File: src/rtl/bottle_pkg.sv
// Shared FSM encoding, default window/credit constants and saturating arithmetic
// for the bottle classifier/counter.
package bottle_pkg;

    typedef enum logic [1:0] {
        ST_IDLE   = 2'd0,
        ST_TRACK  = 2'd1,
        ST_REPORT = 2'd2
    } state_t;

    // Class 0 occupies the least significant DIST_W bits.
    localparam logic [35:0] DEF_CLASS_LO     = {12'd39, 12'd15, 12'd10};
    localparam logic [35:0] DEF_CLASS_HI     = {12'd45, 12'd25, 12'd15};
    localparam logic [23:0] DEF_CLASS_CREDIT = {8'd10, 8'd10, 8'd10};

    function automatic logic [31:0] sat_add(input logic [31:0] a,
                                            input logic [31:0] b,
                                            input logic [31:0] max_val);
        logic [32:0] sum;
        sum = {1'b0, a} + {1'b0, b};
        return (sum > {1'b0, max_val}) ? max_val : sum[31:0];
    endfunction

endpackage

File: src/rtl/bottle_window_classifier.sv
// Combinational window match of a distance against NUM_CLASSES strict (lo, hi)
// windows; the lowest matching class index wins.
module bottle_window_classifier #(
    parameter int DIST_W      = 12,
    parameter int NUM_CLASSES = 3,
    parameter int CLASS_W     = 2
) (
    input  logic [DIST_W-1:0]             distance,
    input  logic [NUM_CLASSES*DIST_W-1:0] class_lo,
    input  logic [NUM_CLASSES*DIST_W-1:0] class_hi,
    output logic                          match,
    output logic [CLASS_W-1:0]            class_idx
);

    always_comb begin
        match     = 1'b0;
        class_idx = '0;
        // Scan downwards so the lowest matching index is the last writer.
        for (int k = NUM_CLASSES - 1; k >= 0; k--) begin
            if (distance > class_lo[k*DIST_W +: DIST_W] &&
                distance < class_hi[k*DIST_W +: DIST_W]) begin
                match     = 1'b1;
                class_idx = CLASS_W'(k);
            end
        end
    end

endmodule

File: src/rtl/bottle_classifier_counter.sv
// Debounced bottle classifier with per-class saturating counters and a
// valid/ready event output. Define CREDIT_EN to add the credit accumulator.
module bottle_classifier_counter
    import bottle_pkg::*;
#(
    parameter int                            DIST_W         = 12,
    parameter int                            CNT_W          = 12,
    parameter int                            NUM_CLASSES    = 3,
    parameter logic [NUM_CLASSES*DIST_W-1:0] CLASS_LO       = DEF_CLASS_LO,
    parameter logic [NUM_CLASSES*DIST_W-1:0] CLASS_HI       = DEF_CLASS_HI,
`ifdef CREDIT_EN
    parameter logic [NUM_CLASSES*8-1:0]      CLASS_CREDIT   = DEF_CLASS_CREDIT,
`endif
    parameter int                            STABLE_SAMPLES = 2,
    parameter int                            CLASS_W        = 2
) (
    input  logic                         clk,
    input  logic                         rst,
    input  logic [DIST_W-1:0]            distance_out,
    input  logic                         done,
    input  logic                         clear,
`ifdef CREDIT_EN
    input  logic                         credit_redeem,
    output logic [15:0]                  credit_total,
`endif
    output logic                         evt_valid,
    input  logic                         evt_ready,
    output logic [CLASS_W-1:0]           evt_class,
    output logic [NUM_CLASSES*CNT_W-1:0] count_bus,
    output logic [CNT_W-1:0]             error_cnt,
    output logic                         error,
    output logic                         overrun
);

    localparam logic [31:0] CNT_MAX = 32'({CNT_W{1'b1}});

    state_t               state, state_next;
    logic [3:0]           streak, streak_next;
    logic [CLASS_W-1:0]   cur, cur_next;
    logic                 done_q;
    logic                 sample;
    logic                 match;
    logic [CLASS_W-1:0]   cls;
    logic                 commit, unmatched, dropped;

    bottle_window_classifier #(
        .DIST_W      (DIST_W),
        .NUM_CLASSES (NUM_CLASSES),
        .CLASS_W     (CLASS_W)
    ) u_classifier (
        .distance  (distance_out),
        .class_lo  (CLASS_LO),
        .class_hi  (CLASS_HI),
        .match     (match),
        .class_idx (cls)
    );

    assign sample    = done & ~done_q;
    assign evt_valid = (state == ST_REPORT);

    always_ff @(posedge clk or negedge rst) begin
        if (!rst) begin
            state  <= ST_IDLE;
            streak <= '0;
            cur    <= '0;
            done_q <= 1'b0;
        end else if (clear) begin
            state  <= ST_IDLE;
            streak <= '0;
            cur    <= '0;
            done_q <= 1'b0;
        end else begin
            // NOTE: sequential state uses <= so every register samples pre-edge values.
            state  <= state_next;
            streak <= streak_next;
            cur    <= cur_next;
            done_q <= done;
        end
    end

    always_comb begin
        // NOTE: every output gets a default first, otherwise missing branches infer latches.
        state_next  = state;
        streak_next = streak;
        cur_next    = cur;
        commit      = 1'b0;
        unmatched   = 1'b0;
        dropped     = 1'b0;
        case (state)
            ST_IDLE: begin
                if (sample && match) begin
                    if (STABLE_SAMPLES == 1) begin
                        state_next = ST_REPORT;
                        commit     = 1'b1;
                    end else begin
                        state_next  = ST_TRACK;
                        cur_next    = cls;
                        streak_next = 4'd1;
                    end
                end else if (sample) begin
                    unmatched = 1'b1;
                end
            end
            ST_TRACK: begin
                if (sample && match) begin
                    if (cls != cur) begin
                        cur_next    = cls;
                        streak_next = 4'd1;
                    end else if (streak + 4'd1 == 4'(STABLE_SAMPLES)) begin
                        state_next  = ST_REPORT;
                        streak_next = '0;
                        commit      = 1'b1;
                    end else begin
                        streak_next = streak + 4'd1;
                    end
                end else if (sample) begin
                    state_next  = ST_IDLE;
                    streak_next = '0;
                    unmatched   = 1'b1;
                end
            end
            ST_REPORT: begin
                dropped = sample;
                if (evt_ready) state_next = ST_IDLE;
            end
            default: state_next = ST_IDLE;
        endcase
    end

    always_ff @(posedge clk or negedge rst) begin
        if (!rst) begin
            // NOTE: counters are individual flops, not a RAM, so they take the async reset.
            count_bus <= '0;
            error_cnt <= '0;
            error     <= 1'b0;
            overrun   <= 1'b0;
            evt_class <= '0;
        end else if (clear) begin
            count_bus <= '0;
            error_cnt <= '0;
            error     <= 1'b0;
            overrun   <= 1'b0;
            evt_class <= '0;
        end else begin
            if (commit) begin
                evt_class <= cls;
                error     <= 1'b0;
            end
            for (int i = 0; i < NUM_CLASSES; i++) begin
                if (commit && cls == CLASS_W'(i))
                    count_bus[i*CNT_W +: CNT_W] <=
                        CNT_W'(sat_add(32'(count_bus[i*CNT_W +: CNT_W]), 32'd1, CNT_MAX));
            end
            if (unmatched) begin
                error_cnt <= CNT_W'(sat_add(32'(error_cnt), 32'd1, CNT_MAX));
                error     <= 1'b1;
            end
            if (dropped) overrun <= 1'b1;
        end
    end

`ifdef CREDIT_EN
    logic [31:0] credit_add;

    assign credit_add = 32'(CLASS_CREDIT[{cls, 3'b000} +: 8]);

    always_ff @(posedge clk or negedge rst) begin
        if (!rst) begin
            credit_total <= '0;
        end else if (clear) begin
            credit_total <= '0;
        end else if (commit) begin
            // Redeem and commit together leave only the new bottle's credit.
            credit_total <= credit_redeem ? credit_add[15:0]
                          : 16'(sat_add(32'(credit_total), credit_add, 32'h0000_FFFF));
        end else if (credit_redeem) begin
            credit_total <= '0;
        end
    end
`endif

endmodule

File: config.mk
export PLATFORM = sky130hd
export DESIGN_NAME = bottle_classifier_counter
export DESIGN_NICKNAME = d
export VERILOG_FILES = /design/src/rtl/bottle_pkg.sv /design/src/rtl/bottle_window_classifier.sv /design/src/rtl/bottle_classifier_counter.sv
export SDC_FILE = /design/constraint.sdc
export NUM_CORES = 1
export LEC_CHECK = 0
export BUFFER_PORTS_ARGS = -buffer_cell sky130_fd_sc_hd__buf_4
export CELL_PAD_IN_SITES_DETAIL_PLACEMENT = 0
export CELL_PAD_IN_SITES_GLOBAL_PLACEMENT = 2
export CORE_UTILIZATION = 34
export DETAILED_ROUTE_END_ITERATION = 6
export GPL_TIMING_DRIVEN = 0
export HOLD_SLACK_MARGIN = 0.06
export PLACE_DENSITY_LB_ADDON = 0.25
export SLEW_MARGIN = 20
export SYNTH_ARGS = -nofsm -noshare
export SYNTH_HDL_FRONTEND = slang
export SYNTH_SLANG_ARGS = --single-unit
File: constraint.sdc
create_clock -name clk -period 2.8 [get_ports clk]
set_input_delay 0.42 -clock clk [delete_from_list [all_inputs] [get_ports clk]]
set_output_delay 0.42 -clock clk [all_outputs]
set_load 0.03 [all_outputs]
==> metrics.md <==
| Metric | Value |
|---|---|
| CP Capture Type | `flop` |
| Buffers on Ports | `68` |
| Num ports | `70` |
| Share of the synthesized area in the top cell type | `37.5%` |
| Register area | `0.00153 sq mm` |
| Antenna violations before repair | `0` |
| Worst-path clk slew | `60 ps` |
| Ant. Diodes | `0` |
| Setup TNS | `0 ps` |
| Sinks on Clock Net | `61` |
| Filler cells | `1186` |
| Power Density | `approximately 420 mW/mm^2` |
| Largest net degree at the start of global routing | `62` |
| Reg2reg start | `count_bus[12]` |
| First-pass GRT wire length | `20700 um` |
| CTS tree | `done` |
| CP Data Arrival Time | `2940 ps` |
| Slew Limit Fails | `0` |
| Root Driver | `clkbuf_16` |
| GPL Wtd Cong | `0.828` |
| Worst-Margin Slew | `829 ps` |
| Worst-path fanout max | `7` |
| ANT nets after route | `0` |
| Placed Cells incl. Taps | `690` |
| Worst slew margin | `44.8%` |
| Syn Nets | `506` |
| Via-to-Cell Ratio | `5.86` |
| Area of the core | `0.0115 sq mm` |
| Finished Core Util | `45.0%` |
| Top cells by count, synth | `dfrtp_1, nand2_1, nor2_1, a21oi_1, o21ai_0` |
| Endpoints failing setup | `0` |
| Post-synthesis sequential area ratio | `37.5%` |
| Syn Inst Count | `479` |
| Final worst path period need | `2660 ps` |
| Pleak | `~0.0021 uW` |
| Clk buf depth | `2` |
| Dpl ws | `-257 ps` |
| Top post-synthesis cells by area | `dfrtp_1, a21oi_1, o21ai_0` |
| Final HPWL DP | `around 9000 um` |
| Multi-input logic area | `between 0.002 and 0.0025 sq mm` |
| Total die area | `0.0124 sq mm` |
| Hold_buf cts | `0` |
| Post-synthesis cell type count | `70` |
| Overall Power | `2170 uW` |
| FF+latch count, synth | `61` |
| Initial DRC count | `273` |
| Peak VDD IR | `0.000262 V` |
| Vias | `4189` |
| Num rows | `39` |
| Post-Layout Cell Count | `715` |
| Setup crit start | `count_bus[12]` |
| Fmax | `~380 MHz` |
| Failing checks | `design-rule violations` |
| Final hold violations | `0` |
| Setup Skew | `~4 ps` |
| CP Class | `reg2reg` |
| Avg Cell Area, Syn | `8.49 sq um` |
| Top_reg_cell synth | `dfrtp_1` |
| Share of layout cells above drive strength 1 | `21.7%` |
| Max-Cap Viols | `0` |
| Avg WL per Cell | `between 15 and 20 um` |
| CTS Buf Count | `9` |
| Number of synthesized flops with an enable pin | `0` |
| Nets | `approximately 590` |
| DRC Markers | `10` |
| Worst EP required | `roughly 3000 ps` |
| Drt pass-1 iters | `6` |
| Htree depth | `3` |
| Cell area after synthesis | `~0.004 sq mm` |
| RSZ-0062 raised after global routing | `no` |
| Worst setup SP type | `flop` |
| Starting density of the core | `35.3%` |
| Cell type with the largest total area after synthesis | `dfrtp_1` |
| Fin crit share | `between 90% and 100%` |
| GRT Overall Usage | `a little over a fifth` |
| Die span in x | `111 um` |
| DRT Wirelength | `approximately 13000 um` |
| Grt total ovfl | `0` |
| Vias in the first global route | `3948` |
| Die Y | `111 um` |
| Worst setup margin | `136 ps` |
| Run status | `complete, but fails checks` |
| Min-delay worst type | `in2async` |
| Most common cell in the netlist | `dfrtp_1` |
| Clk_lat worst skew | `approximately 340 ps` |
| Synth async-reset ratio | `100%` |
| Syn. warnings | `0` |
| Area delta synth->final | `27.4%` |
flip-flops by register name, indices dropped and copies added, names as in the netlist:
name	flops
evt_class	2
state	2
error	1
overrun	1
count_bus	36
cur	2
done_q	1
error_cnt	12
streak	4
critical path, cell delays in order, from the launching register on:
cell and delay [ps]:
dfrtp_2 390, inv_1 50, ha_1 300, or4b_1 480
or3_1 320, a2111o_1 330, a211o_4 390, a31oi_2 200
o21a_1 140
cell type report:
cell class,count,area share [%]
Tap cell,143,3.45
Clock buffer,10,4.61
Clock inverter,6,1.21
Timing Repair Buffer,77,11.2
Inverter,13,0.941
Multi-Input combinational cell,383,47.4
Buffer,22,1.71
Sequential cell,61,29.5
cell usage in the layout (no fill, tap or decap), drive strengths merged, types with 4 or more instances in the layout:
cell	instances
or3	5
o2111ai	6
nor4	9
a21oi	34
xor2	4
nand2b	8
o211ai	5
nand2	36
ha	10
o31ai	4
a211oi	11
inv	13
nor4b	4
nor2b	9
a21o	5
o21ai	35
nor3	26
o21a	6
a31oi	17
and3	13
dfrtp	61
nand3	24
nand4	11
and4b	5
nand4b	4
nor2	35
buf	83
clkbuf	26
report_power, final:
part / leakage [uW] / internal (uW) / total (uW) / switching [uW]
clock network: 0.000140 / 709 / 1140 / 433
logic: 0.00109 / 39.2 / 131 / 92.0
registers: 0.000845 / 886 / 893 / 6.83
through the flow:
step | hold WS, ps | area [sq um]
finish | 185 | 5180
CTS | 218 | 5100
global placement | 496 | 4760
floorplan | 124 | 4070
global route | 260 | 5180
detailed placement | 509 | 4760
path summary, 6_finish.rpt:
| check | end | slack [ps] | cells after the start |
|---|---|---|---|
| worst max-delay path | count_bus[17] | 140 | 8 |
| worst min-delay path | error_cnt[6] | 190 | 1 |
| worst max register to register | count_bus[17] | 140 | 8 |
| worst min register to register | overrun | 520 | 2 |
| max in group asynchronous | count_bus[12] | 2030 | 1 |
| min in group clk | done_q | 350 | 2 |
cells by family after synthesis:
kind of cell / count (synthesis) / share of synthesized area, %
and+or+nand+nor: 205 / 27.6
AOI/OAI and AO/OA: 160 / 26.6
DFF: 61 / 37.5
buffers and inverters: 35 / 3.38
adders and majority gates: 10 / 3.08
xor gates and xnor gates: 6 / 1.29
muxes: 2 / 0.523
metal layers:
layer / wire length (um) / track usage [%]
met5: 0 / 0
met4: 290 / 9.91
met3: 569 / 3.38
met2: 5800 / 32.5
met1: 6040 / 29.1
timing repair:
| item | CTS | global route |
|---|---|---|
| resized for setup | 3 | 8 |
| pin swaps | 1 | 3 |
| setup buffers | 2 | 7 |
| setup endpoints to repair | 5 | 21 |
| hold endpoints to repair | 0 | 0 |
(Power assumes the default switching activity.)
